**src/rtl/ram_scan_reader_pkg.sv**
```systemverilog
// Shared types and defaults for the RAM scan reader: FSM state encoding,
// default geometry and the wait-counter load helper.
package ram_scan_pkg;

  localparam int DEF_ADDR_W   = 5;
  localparam int DEF_DATA_W   = 3;
  localparam int DEF_TICK_DIV = 50_000_000;
  localparam int DEF_RD_LAT   = 1;

  // Wide enough for RD_LAT-1 with RD_LAT in {1,2}.
  localparam int WAIT_W = 2;

  typedef enum logic [1:0] {
    IDLE    = 2'd0,
    WAIT    = 2'd1,
    PRESENT = 2'd2
  } scan_state_t;

  // Cycles still to wait after leaving IDLE before ram_q holds the word.
  function automatic logic [WAIT_W-1:0] wait_load(input int rd_lat);
    return WAIT_W'(rd_lat - 1);
  endfunction

endpackage

```
**src/rtl/ram_scan_reader_if.sv**
```systemverilog
// RAM read port plus the valid/ready presentation port of the scan reader.
// master = the reader; slave = RAM + downstream consumer.
interface ram_scan_reader_if #(
  parameter int ADDR_W = 5,
  parameter int DATA_W = 3
);

  logic [ADDR_W-1:0] rd_addr;
  logic [DATA_W-1:0] ram_q;
  logic [ADDR_W-1:0] out_addr;
  logic [DATA_W-1:0] out_data;
  logic              out_valid;
  logic              out_ready;

  modport master (
    output rd_addr,
    output out_addr,
    output out_data,
    output out_valid,
    input  ram_q,
    input  out_ready
  );

  modport slave (
    input  rd_addr,
    input  out_addr,
    input  out_data,
    input  out_valid,
    output ram_q,
    output out_ready
  );

endinterface

```
**src/rtl/ram_scan_reader_tick_divider.sv**
```systemverilog
// Run-gated modulo-TICK_DIV counter; o_tick pulses for one cycle on the
// terminal count while running.
module tick_divider
  import ram_scan_pkg::*;
#(
  parameter int TICK_DIV = DEF_TICK_DIV
) (
  input  logic clk,
  input  logic reset_n,
  input  logic i_run,
  input  logic i_clr,
  output logic o_tick
);

  localparam int                CNT_W = (TICK_DIV > 1) ? $clog2(TICK_DIV) : 1;
  localparam logic [CNT_W-1:0]  LAST  = CNT_W'(TICK_DIV - 1);

  logic [CNT_W-1:0] r_cnt;
  logic             w_last;

  assign w_last = (r_cnt == LAST);
  assign o_tick = i_run & w_last;

  // NOTE: sequential state uses non-blocking assignments so every register
  // samples pre-edge values, independent of block ordering.
  always_ff @(posedge clk or negedge reset_n) begin
    if (!reset_n) begin
      r_cnt <= '0;
    end else if (i_clr) begin
      r_cnt <= '0;
    end else if (i_run) begin
      r_cnt <= w_last ? '0 : r_cnt + 1'b1;
    end
  end

endmodule

```
**src/rtl/ram_scan_reader.sv**
```systemverilog
// Handshaked read engine for the dual-port RAM: steps rd_addr on a tick or a
// step edge, waits out the RAM read latency and presents {addr, data}.
module ram_scan_reader
  import ram_scan_pkg::*;
#(
  parameter int ADDR_W   = DEF_ADDR_W,
  parameter int DATA_W   = DEF_DATA_W,
  parameter int TICK_DIV = DEF_TICK_DIV,
  parameter int RD_LAT   = DEF_RD_LAT
) (
  input  logic                clk,
  input  logic                reset_n,
  input  logic                run,
  input  logic                step,
  input  logic                restart,
  ram_scan_reader_if.master   bus,
  output logic                overrun
);

  scan_state_t       r_state;
  scan_state_t       w_state_nxt;
  logic [WAIT_W-1:0] r_wait_cnt;
  logic [ADDR_W-1:0] r_rd_addr;
  logic [ADDR_W-1:0] r_out_addr;
  logic [DATA_W-1:0] r_out_data;
  logic              r_out_valid;
  logic              r_pending;
  logic              r_overrun;
  logic              r_step_q;

  logic w_tick;
  logic w_step_rise;
  logic w_req;
  logic w_accept;
  logic w_drop;
  logic w_leave_idle;
  logic w_capture;
  logic w_handshake;

  tick_divider #(
    .TICK_DIV (TICK_DIV)
  ) u_tick (
    .clk     (clk),
    .reset_n (reset_n),
    .i_run   (run),
    .i_clr   (restart),
    .o_tick  (w_tick)
  );

  // A tick and a step edge together are a single request; only an idle
  // engine with nothing pending may accept it.
  assign w_step_rise = step & ~r_step_q;
  assign w_req       = w_tick | w_step_rise;
  assign w_accept    = w_req & ~r_pending & (r_state == IDLE);
  assign w_drop      = w_req & ~w_accept;

  always_ff @(posedge clk or negedge reset_n) begin
    if (!reset_n) begin
      r_state <= IDLE;
    end else begin
      r_state <= w_state_nxt;
    end
  end

  // NOTE: every always_comb output gets a default first, so no path through
  // the case leaves a signal unassigned and no latch is inferred.
  always_comb begin
    w_state_nxt  = r_state;
    w_leave_idle = 1'b0;
    w_capture    = 1'b0;
    w_handshake  = 1'b0;
    case (r_state)
      IDLE: begin
        if (r_pending) begin
          w_state_nxt  = WAIT;
          w_leave_idle = 1'b1;
        end
      end
      WAIT: begin
        if (r_wait_cnt == '0) begin
          w_state_nxt = PRESENT;
          w_capture   = 1'b1;
        end
      end
      PRESENT: begin
        if (r_out_valid && bus.out_ready) begin
          w_state_nxt = IDLE;
          w_handshake = 1'b1;
        end
      end
      default: w_state_nxt = IDLE;
    endcase
    if (restart) begin
      w_state_nxt  = IDLE;
      w_leave_idle = 1'b0;
      w_capture    = 1'b0;
      w_handshake  = 1'b0;
    end
  end

  always_ff @(posedge clk or negedge reset_n) begin
    if (!reset_n) begin
      r_wait_cnt <= '0;
    end else if (w_leave_idle) begin
      r_wait_cnt <= wait_load(RD_LAT);
    end else if (r_state == WAIT && r_wait_cnt != '0) begin
      r_wait_cnt <= r_wait_cnt - 1'b1;
    end
  end

  // The step history tracks the level even across restart, so a key held
  // through a restart does not fire a second request.
  always_ff @(posedge clk or negedge reset_n) begin
    if (!reset_n) begin
      r_step_q <= 1'b0;
    end else begin
      r_step_q <= step;
    end
  end

  always_ff @(posedge clk or negedge reset_n) begin
    if (!reset_n) begin
      r_pending <= 1'b0;
      r_overrun <= 1'b0;
    end else if (restart) begin
      r_pending <= 1'b0;
      r_overrun <= 1'b0;
    end else begin
      if (w_leave_idle) begin
        r_pending <= 1'b0;
      end else if (w_accept) begin
        r_pending <= 1'b1;
      end
      if (w_drop) begin
        r_overrun <= 1'b1;
      end
    end
  end

  // rd_addr only moves on a handshake or restart, so it is stable for the
  // whole of any read in flight.
  always_ff @(posedge clk or negedge reset_n) begin
    if (!reset_n) begin
      r_rd_addr   <= '0;
      r_out_valid <= 1'b0;
    end else if (restart) begin
      r_rd_addr   <= '0;
      r_out_valid <= 1'b0;
    end else if (w_capture) begin
      r_out_valid <= 1'b1;
    end else if (w_handshake) begin
      r_out_valid <= 1'b0;
      r_rd_addr   <= r_rd_addr + 1'b1;
    end
  end

  always_ff @(posedge clk or negedge reset_n) begin
    if (!reset_n) begin
      r_out_addr <= '0;
      r_out_data <= '0;
    end else if (w_capture) begin
      r_out_addr <= r_rd_addr;
      r_out_data <= bus.ram_q;
    end
  end

  assign bus.rd_addr   = r_rd_addr;
  assign bus.out_addr  = r_out_addr;
  assign bus.out_data  = r_out_data;
  assign bus.out_valid = r_out_valid;
  assign overrun       = r_overrun;

endmodule

```
**src/flat_wrapper.sv**
```systemverilog
// flat-port wrapper written by rule: the top's interface ports become plain ports
module ram_scan_reader_flat import ram_scan_pkg::*;
#(
  parameter int ADDR_W   = DEF_ADDR_W,
  parameter int DATA_W   = DEF_DATA_W,
  parameter int TICK_DIV = DEF_TICK_DIV,
  parameter int RD_LAT   = DEF_RD_LAT
)
  (clk, reset_n, run, step, restart, overrun, bus_rd_addr, bus_out_addr, bus_out_data, bus_out_valid, bus_ram_q, bus_out_ready);
  ram_scan_reader_if #(.ADDR_W(ADDR_W), .DATA_W(DATA_W)) bus_i ();
  input  logic clk;
  input  logic reset_n;
  input  logic run;
  input  logic step;
  input  logic restart;
  output logic overrun;
  output wire logic [$bits(bus_i.rd_addr)-1:0] bus_rd_addr;
  output wire logic [$bits(bus_i.out_addr)-1:0] bus_out_addr;
  output wire logic [$bits(bus_i.out_data)-1:0] bus_out_data;
  output wire logic [$bits(bus_i.out_valid)-1:0] bus_out_valid;
  input wire logic [$bits(bus_i.ram_q)-1:0] bus_ram_q;
  input wire logic [$bits(bus_i.out_ready)-1:0] bus_out_ready;
  assign bus_rd_addr = bus_i.rd_addr;
  assign bus_out_addr = bus_i.out_addr;
  assign bus_out_data = bus_i.out_data;
  assign bus_out_valid = bus_i.out_valid;
  assign bus_i.ram_q = bus_ram_q;
  assign bus_i.out_ready = bus_out_ready;
  ram_scan_reader #(.ADDR_W(ADDR_W), .DATA_W(DATA_W), .TICK_DIV(TICK_DIV), .RD_LAT(RD_LAT)) u_core (.clk(clk), .reset_n(reset_n), .run(run), .step(step), .restart(restart), .bus(bus_i), .overrun(overrun));
endmodule
```
**config.mk**
```make
export PLATFORM = sky130hd
export DESIGN_NAME = ram_scan_reader_flat
export DESIGN_NICKNAME = d
export VERILOG_FILES = /design/src/rtl/ram_scan_reader_pkg.sv /design/src/rtl/ram_scan_reader_if.sv /design/src/rtl/ram_scan_reader_tick_divider.sv /design/src/rtl/ram_scan_reader.sv /design/src/flat_wrapper.sv
export SDC_FILE = /design/constraint.sdc
export NUM_CORES = 1
export LEC_CHECK = 0
export CAP_MARGIN = 40
export CORE_MARGIN = 4
export CORE_UTILIZATION = 40
export CTS_BUF_LIST = sky130_fd_sc_hd__clkbuf_8
export CTS_CLUSTER_DIAMETER = 50
export DETAILED_ROUTE_END_ITERATION = 12
export PLACE_DENSITY = 0.67
export SLEW_MARGIN = 25
export SYNTH_ARGS = -nofsm -noshare
export SYNTH_HDL_FRONTEND = slang
export SYNTH_SLANG_ARGS = --single-unit
```
**constraint.sdc**
```tcl
create_clock -name clk -period 2.8 [get_ports clk]
set_input_delay 0.7 -clock clk [delete_from_list [all_inputs] [get_ports clk]]
set_output_delay 0.7 -clock clk [all_outputs]
set_load 0.005 [all_outputs]
```
==> out/results.ini <==
[route]
routedWlPerCell_um=14.1
final_antenna_net_count=0
wl_met1_um=2300
wl_met2_um=2190
top_signal_layer_used=met4
drt-total-wl_um=4730
first_iter_violations=70
drc=0
vias=1828
wl_met3_um=182
drt_pre_antenna_iters=4
detail_route.vias_per_cell=5.46

[job]
max_cap_viol_count=0

[logic_synthesis]
synthDominantAreaCellType=sky130_fd_sc_hd__dfrtp_1
synth-seq-area-share_pct=50.2
net_count_after_synthesis=243
synth_top_cell_area_share_pct=50.2
synth-async-reset-ratio_pct=100
syn-mean-instance-area_um2=10.2
synth_cell_area_um2=2340
number_of_synthesized_register_bits=47
synth.yosys.warnings=0
netlist_instances=231
synth_top_cells_by_area=sky130_fd_sc_hd__dfrtp_1, sky130_fd_sc_hd__mux2_2, sky130_fd_sc_hd__nor2_1
synth_ff_type=sky130_fd_sc_hd__dfrtp_1
synth.top_cells.by_count=sky130_fd_sc_hd__dfrtp_1, sky130_fd_sc_hd__nor2_1, sky130_fd_sc_hd__a21oi_1, sky130_fd_sc_hd__nand2_1
synth_most_common_cell=sky130_fd_sc_hd__dfrtp_1
synth_cell_types=41
number_of_synthesized_flops_with_an_enable_pin=0

[power]
cellLeakagePower_nw=1.12
power.total_mw=1.49
max_rail_drop_vdd_v=0.000225
power_density_nw_per_um2=531

[timing]
rsz0062_at_grt=false
setup_violations=0
final.setup.tns_ns=0
max_freq_mhz=424
final_cycle_utilization_of_the_critical_path_pct=84.2
finalMaxSlewViolations=0
fin_skew_ns=0.00742
slew_headroom_pct=60.8
fin_worst_hold_slack_ns=0.465
period_needed_ns=2.36
hold_viol=0
worstMarginPinSlew_ns=0.588

[clock_network]
cts_buffers=5
resize_count_post_cts=0
tritoncts=done
postCtsSetupBuffers=0
clkLatencyLatePin_ns=0.30
htreeDepth=2
postCtsHoldBufs=0
path_clk_slew_ns=0.09
cts_buffer_depth=2
cts.sinks=47
root_buffer=sky130_fd_sc_hd__clkbuf_8

[floorplan]
floorplan.rows=27
die-height_um=84.6
die-area_um2=7150
die_x_um=84.6
placeableCoreArea_um2=5610
pin_count=24
initial_utilization_pct=41.8

[hold_path]
hold_path.class=in2async

[place]
port_buffers=23
gp_routability_congestion=0.827
detailedPlacementHpwl_um=3320

[critical_path]
crit_required_ns=3.03
worst-setup-path-type=in2reg
worstSetupStartpointType=input port
path_max_fanout=9
worstPathArrival_ns=2.59
critPathCaptureType=flip-flop

[finish]
area_growth_pct=19.6
filler_cell_count=553
fin_nets=274
drive_gt1_share_pct=13.7
antenna-diode-count=0
final_core_util_pct=50.0

[global_routing]
wire_length_of_the_first_global_routing_pass_um=8270
grt.overflow.total=0
gr-usage-all-layers_pct=14.1
grt_pass1_vias=1786
grt_antenna_before_repair=0
grt_start_max_net_pins=48

[run_status]
outcome=completed

==> layer usage <==
layer,vias up,GRT usage (%)
met5,-,0
met4,0,4.60
li1,910,-
met1,887,18.9
met3,5,3.83
met2,26,22.3
==> area by class of cell <==
cell class / instances / area, um^2 / share of cell area, %
Sequential cell: 47 / 1180 / 41.9
Multi-Input combinational cell: 168 / 1100 / 39.1
Inverter: 7 / 26.3 / 0.937
Clock buffer: 5 / 68.8 / 2.45
Clock inverter: 3 / 46.3 / 1.65
Tap cell: 72 / 90.1 / 3.21
Timing Repair Buffer: 33 / 300 / 10.7
==> path summary, 6_finish.rpt <==
check,start,to,slack [ns],cells past startpoint
max,restart,u_core.u_tick.r_cnt[17]$_DFFE_PN0P_,0.44,6
min,reset_n,u_core.r_wait_cnt[1]$_DFFE_PN0P_,0.46,2
max reg2reg,u_core.u_tick.r_cnt[0]$_DFFE_PN0P_,u_core.r_pending$_DFFE_PN0P_,0.57,5
min reg2reg,u_core.bus.out_data[2]$_DFFE_PN0P_,u_core.bus.out_data[2]$_DFFE_PN0P_,0.51,1
max in group asynchronous,reset_n,u_core.u_tick.r_cnt[20]$_DFFE_PN0P_,1.93,2
min in group clk,u_core.bus.out_data[2]$_DFFE_PN0P_,u_core.bus.out_data[2]$_DFFE_PN0P_,0.51,1
==> power by group <==
part | total [mW] | internal (mW) | switching, mW
registers | 0.757 | 0.722 | 0.0342
logic | 0.219 | 0.117 | 0.102
clock network | 0.514 | 0.269 | 0.245
total | 1.49 | 1.11 | 0.382
==> stage by stage <==
| step | worst slack, ns | instances | cell area, um^2 |
|---|---|---|---|
| finish | 0.442 | 335 | 2810 |
| global route | 0.392 | 335 | 2810 |
| CTS | 0.445 | 335 | 2810 |
| detailed placement | 0.149 | 327 | 2690 |
| global placement | 0.199 | 327 | 2690 |
| floorplan | 0.622 | 231 | 2340 |
==> flip-flops by register name (all words and copies together), names as in the netlist <==
register / count
u_core.r_step_q: 1
u_core.bus.rd_addr: 5
u_core.r_wait_cnt: 2
u_core.overrun: 1
u_core.r_state: 2
u_core.bus.out_addr: 5
u_core.bus.out_valid: 1
u_core.bus.out_data: 3
u_core.r_pending: 1
u_core.u_tick.r_cnt: 26
==> cell usage in the layout (no fill, tap or decap), types with 6 or more instances in the layout <==
cell                              netlist  routed
sky130_fd_sc_hd__dfrtp_1               47      47
sky130_fd_sc_hd__nor2_1                23      23
sky130_fd_sc_hd__clkdlybuf4s50_1        0      22
sky130_fd_sc_hd__nand2_1               16      16
sky130_fd_sc_hd__a21oi_1               16      16
sky130_fd_sc_hd__nand4_1               11      11
sky130_fd_sc_hd__o21ai_0               11      11
sky130_fd_sc_hd__buf_4                  0      10
sky130_fd_sc_hd__xor2_1                 9       9
sky130_fd_sc_hd__mux2_2                 8       8
sky130_fd_sc_hd__or3_1                  8       8
sky130_fd_sc_hd__inv_1                  7       7
sky130_fd_sc_hd__nand3_1                7       7
sky130_fd_sc_hd__xnor2_1                6       6
sky130_fd_sc_hd__nor3_1                 6       6
==> worst max-delay path, stage by stage <==
cell and delay [ns]:
sky130_fd_sc_hd__clkdlybuf4s50_1 0.56, sky130_fd_sc_hd__o211ai_1 0.15, sky130_fd_sc_hd__or4b_4 0.53, sky130_fd_sc_hd__buf_4 0.18, sky130_fd_sc_hd__or3_1 0.31, sky130_fd_sc_hd__a21oi_1 0.16
==> kinds of logic after synthesis <==
kind of cell               count (synthesis)  share of synthesized area [%]
xor gates and xnor gates                  15                           5.60
DFF                                       47                           50.2
AOI/OAI and AO/OA                         44                           12.2
adders and majority gates                  3                           1.60
and+or+nand+nor                           97                           23.1
buffers and inverters                     16                           3.04
muxes                                      9                           4.27
No activity file was read; power rests on OpenSTA's default activity.
==> RTL edit, RTL diff (same settings) <==
Reset style: synchronous (`reset_n`), changed in 7 clocked blocks.
--- a/src/rtl/ram_scan_reader_tick_divider.sv
+++ b/src/rtl/ram_scan_reader_tick_divider.sv
@@ -24,5 +24,5 @@
   // NOTE: sequential state uses non-blocking assignments so every register
   // samples pre-edge values, independent of block ordering.
-  always_ff @(posedge clk or negedge reset_n) begin
+  always_ff @(posedge clk) begin
     if (!reset_n) begin
       r_cnt <= '0;
--- a/src/rtl/ram_scan_reader.sv
+++ b/src/rtl/ram_scan_reader.sv
@@ -55,5 +55,5 @@
   assign w_drop      = w_req & ~w_accept;
 
-  always_ff @(posedge clk or negedge reset_n) begin
+  always_ff @(posedge clk) begin
     if (!reset_n) begin
       r_state <= IDLE;
@@ -99,5 +99,5 @@
   end
 
-  always_ff @(posedge clk or negedge reset_n) begin
+  always_ff @(posedge clk) begin
     if (!reset_n) begin
       r_wait_cnt <= '0;
@@ -111,5 +111,5 @@
   // The step history tracks the level even across restart, so a key held
   // through a restart does not fire a second request.
-  always_ff @(posedge clk or negedge reset_n) begin
+  always_ff @(posedge clk) begin
     if (!reset_n) begin
       r_step_q <= 1'b0;
@@ -119,5 +119,5 @@
   end
 
-  always_ff @(posedge clk or negedge reset_n) begin
+  always_ff @(posedge clk) begin
     if (!reset_n) begin
       r_pending <= 1'b0;
@@ -140,5 +140,5 @@
   // rd_addr only moves on a handshake or restart, so it is stable for the
   // whole of any read in flight.
-  always_ff @(posedge clk or negedge reset_n) begin
+  always_ff @(posedge clk) begin
     if (!reset_n) begin
       r_rd_addr   <= '0;
@@ -155,5 +155,5 @@
   end
 
-  always_ff @(posedge clk or negedge reset_n) begin
+  always_ff @(posedge clk) begin
     if (!reset_n) begin
       r_out_addr <= '0;
Formal check against the unedited RTL: differs if reset_n is asserted again (counterexample within 4 cycles, from zero or initial values and one cycle with reset_n low); with reset_n held inactive, the same outputs for 10 cycles.
==> RTL edit against the unedited design <==
Final area fell by 7.7%. Die area shrank 5.0%. Setup slack better by 0.13 ns. Synthesized cell count grew 4.8%. Via count fell by 3.9%. Routed wire length down 9.3%. Synthesized area down 5.5%. Sequential cell count did not move.
Power is not compared: it rests on default switching activity, and its combinational part moved more than twofold at a synthesized area within 25%.
==> RTL edit: results (changes against the unedited design) <==
| Metric | Value |
|---|---|
| Outcome | completed |
| Diode count | 0 (unchanged) |
| Met2 WL | 1877 um (-14%) |
| Share of layout cells above drive strength 1 | 7.519% (-6.2 points) |
| Worst R2R Path Depth | 4 (-1) |
| Synth area leaders | dfxtp_1 (42%), mux2i_1 (4.1%), nor2_1 (3.9%) |
| Placer Congestion | 0.8114 (-1.9%) |
| VDD IR max | 0.0002400 V |
| Hold path depth | 2 |
| Tot GR Track Use | 13.63% (-0.51 points) |
| Crit path DAT | 2.47 ns (-0.12 ns) |
| Worst setup path start | run |
| Least-Margin Pin Slew | 0.5247 ns (-0.06311 ns) |
| HP Class | reg -> reg |
| CP Max Fanout | 7 (-2) |
| GR Util met2 | 21.31% (-0.96 points) |
| Count of cell types in the netlist | 45 (+9.8%) |
| Ys async rst share | 0% (-100 points) |
| DP HPWL | 3165 um (-4.6%) |
| Max FFs per register | 26 (unchanged) |
| R2r startpoint | u_core.u_tick.r_cnt[7] |
| Vias in the first global route | 1566 (-12%) |
| Synth top cells by count | dfxtp_1 (47), nor2_1 (23), a21oi_1 (16), nand2_1 (12), o21ai_0 (11) |
| Reg2reg setup slack | 1.05 ns (+0.48 ns) |
| Worst setup path end | u_core.u_tick.r_cnt[23] |
| WL/cell | 12.76 um (-9.5%) |
| Antenna violations before repair | 0 (unchanged) |
| First-pass GRT wire length | 7162 um (-13%) |
| Met1 usage | 18.25% (-0.63 points) |
| Leakage | 0.8164 nW |
| Clock skew | 0.009175 ns (+0.001758 ns) |
| Sequential share of the synthesized area | 42.46% (-7.7 points) |
| Synth Net Count | 254 (+4.5%) |
| 1st-iter DRT viols | 83 (+19%) |
| Post-layout nets | 277 (+1.1%) |
| Hold Path End | u_core.u_tick.r_cnt[22] |
| Placed inst area | 2505 um2 (-6.9%) |
| Largest net degree at the start of global routing | 15 (-69%) |
| FF-to-FF End | u_core.u_tick.r_cnt[19] |
| M3 GR Usage | 3.471% (-0.36 points) |
| Metal1 wirelength | 2212 um (-3.9%) |
| Via count | 1757 (-3.9%) |
| Synth warn | 0 (unchanged) |
| WL met3 | 146 um (-20%) |
[RTL edit: changes by cell type after synthesis, moves of 5 or more]
| cell | unedited run | this run |
|---|---|---|
| mux2_2 | 8 | 0 |
| nor2b_1 | 1 | 8 |
| dfrtp_1 | 47 | 0 |
| mux2i_1 | 1 | 9 |
| and4_1 | 3 | 9 |
| dfxtp_1 | 0 | 47 |
| nand4_1 | 11 | 6 |
[RTL edit: worst max-delay path, delay by kind of cell]
family,cells,cell delay (ns)
buffers and inverters,1,0.55
AOI/OAI and AO/OA,1,0.15
and+or+nand+nor,3,1.06
[RTL edit: layout make-up]
cell class,count,area (um2)
Clock buffer,5,68.82
Multi-Input combinational cell,179,1194
Tap cell,70,87.58
Clock inverter,3,16.27
Sequential cell,47,940.9
Timing Repair Buffer,28,267.8
Inverter,4,15.01
Fill cell,485,2648
[RTL edit: logic make-up (layout without fill, tap and decap cells)]
group	count (synthesis)	in the layout	share of synthesized area, %
adder cells (fa/ha/maj)	3	3	1.694
multiplexers	9	9	4.066
buffers and inverters	16	40	3.669
XOR/XNOR	16	16	6.324
AND/OR/NAND/NOR	109	109	30.38
AO/OA/AOI/OAI	42	42	11.41
flip-flops	47	47	42.46
[RTL edit: metrics by stage]
step           utilization [%]  std cells  hold WS [ns]  total power, mW  worst slack [ns]
2_1_floorplan                -        242        0.4477           0.7120             1.001
3_3_place_gp             47.83        328        0.4648           0.7340            0.2879
3_5_place_dp             47.83        328        0.4736           0.7344            0.2633
4_1_cts                  49.45        336        0.4907            1.130            0.5810
5_1_grt                  49.45        336        0.5081            1.160            0.4311
6_report                 49.45        336        0.4914            1.112            0.5710
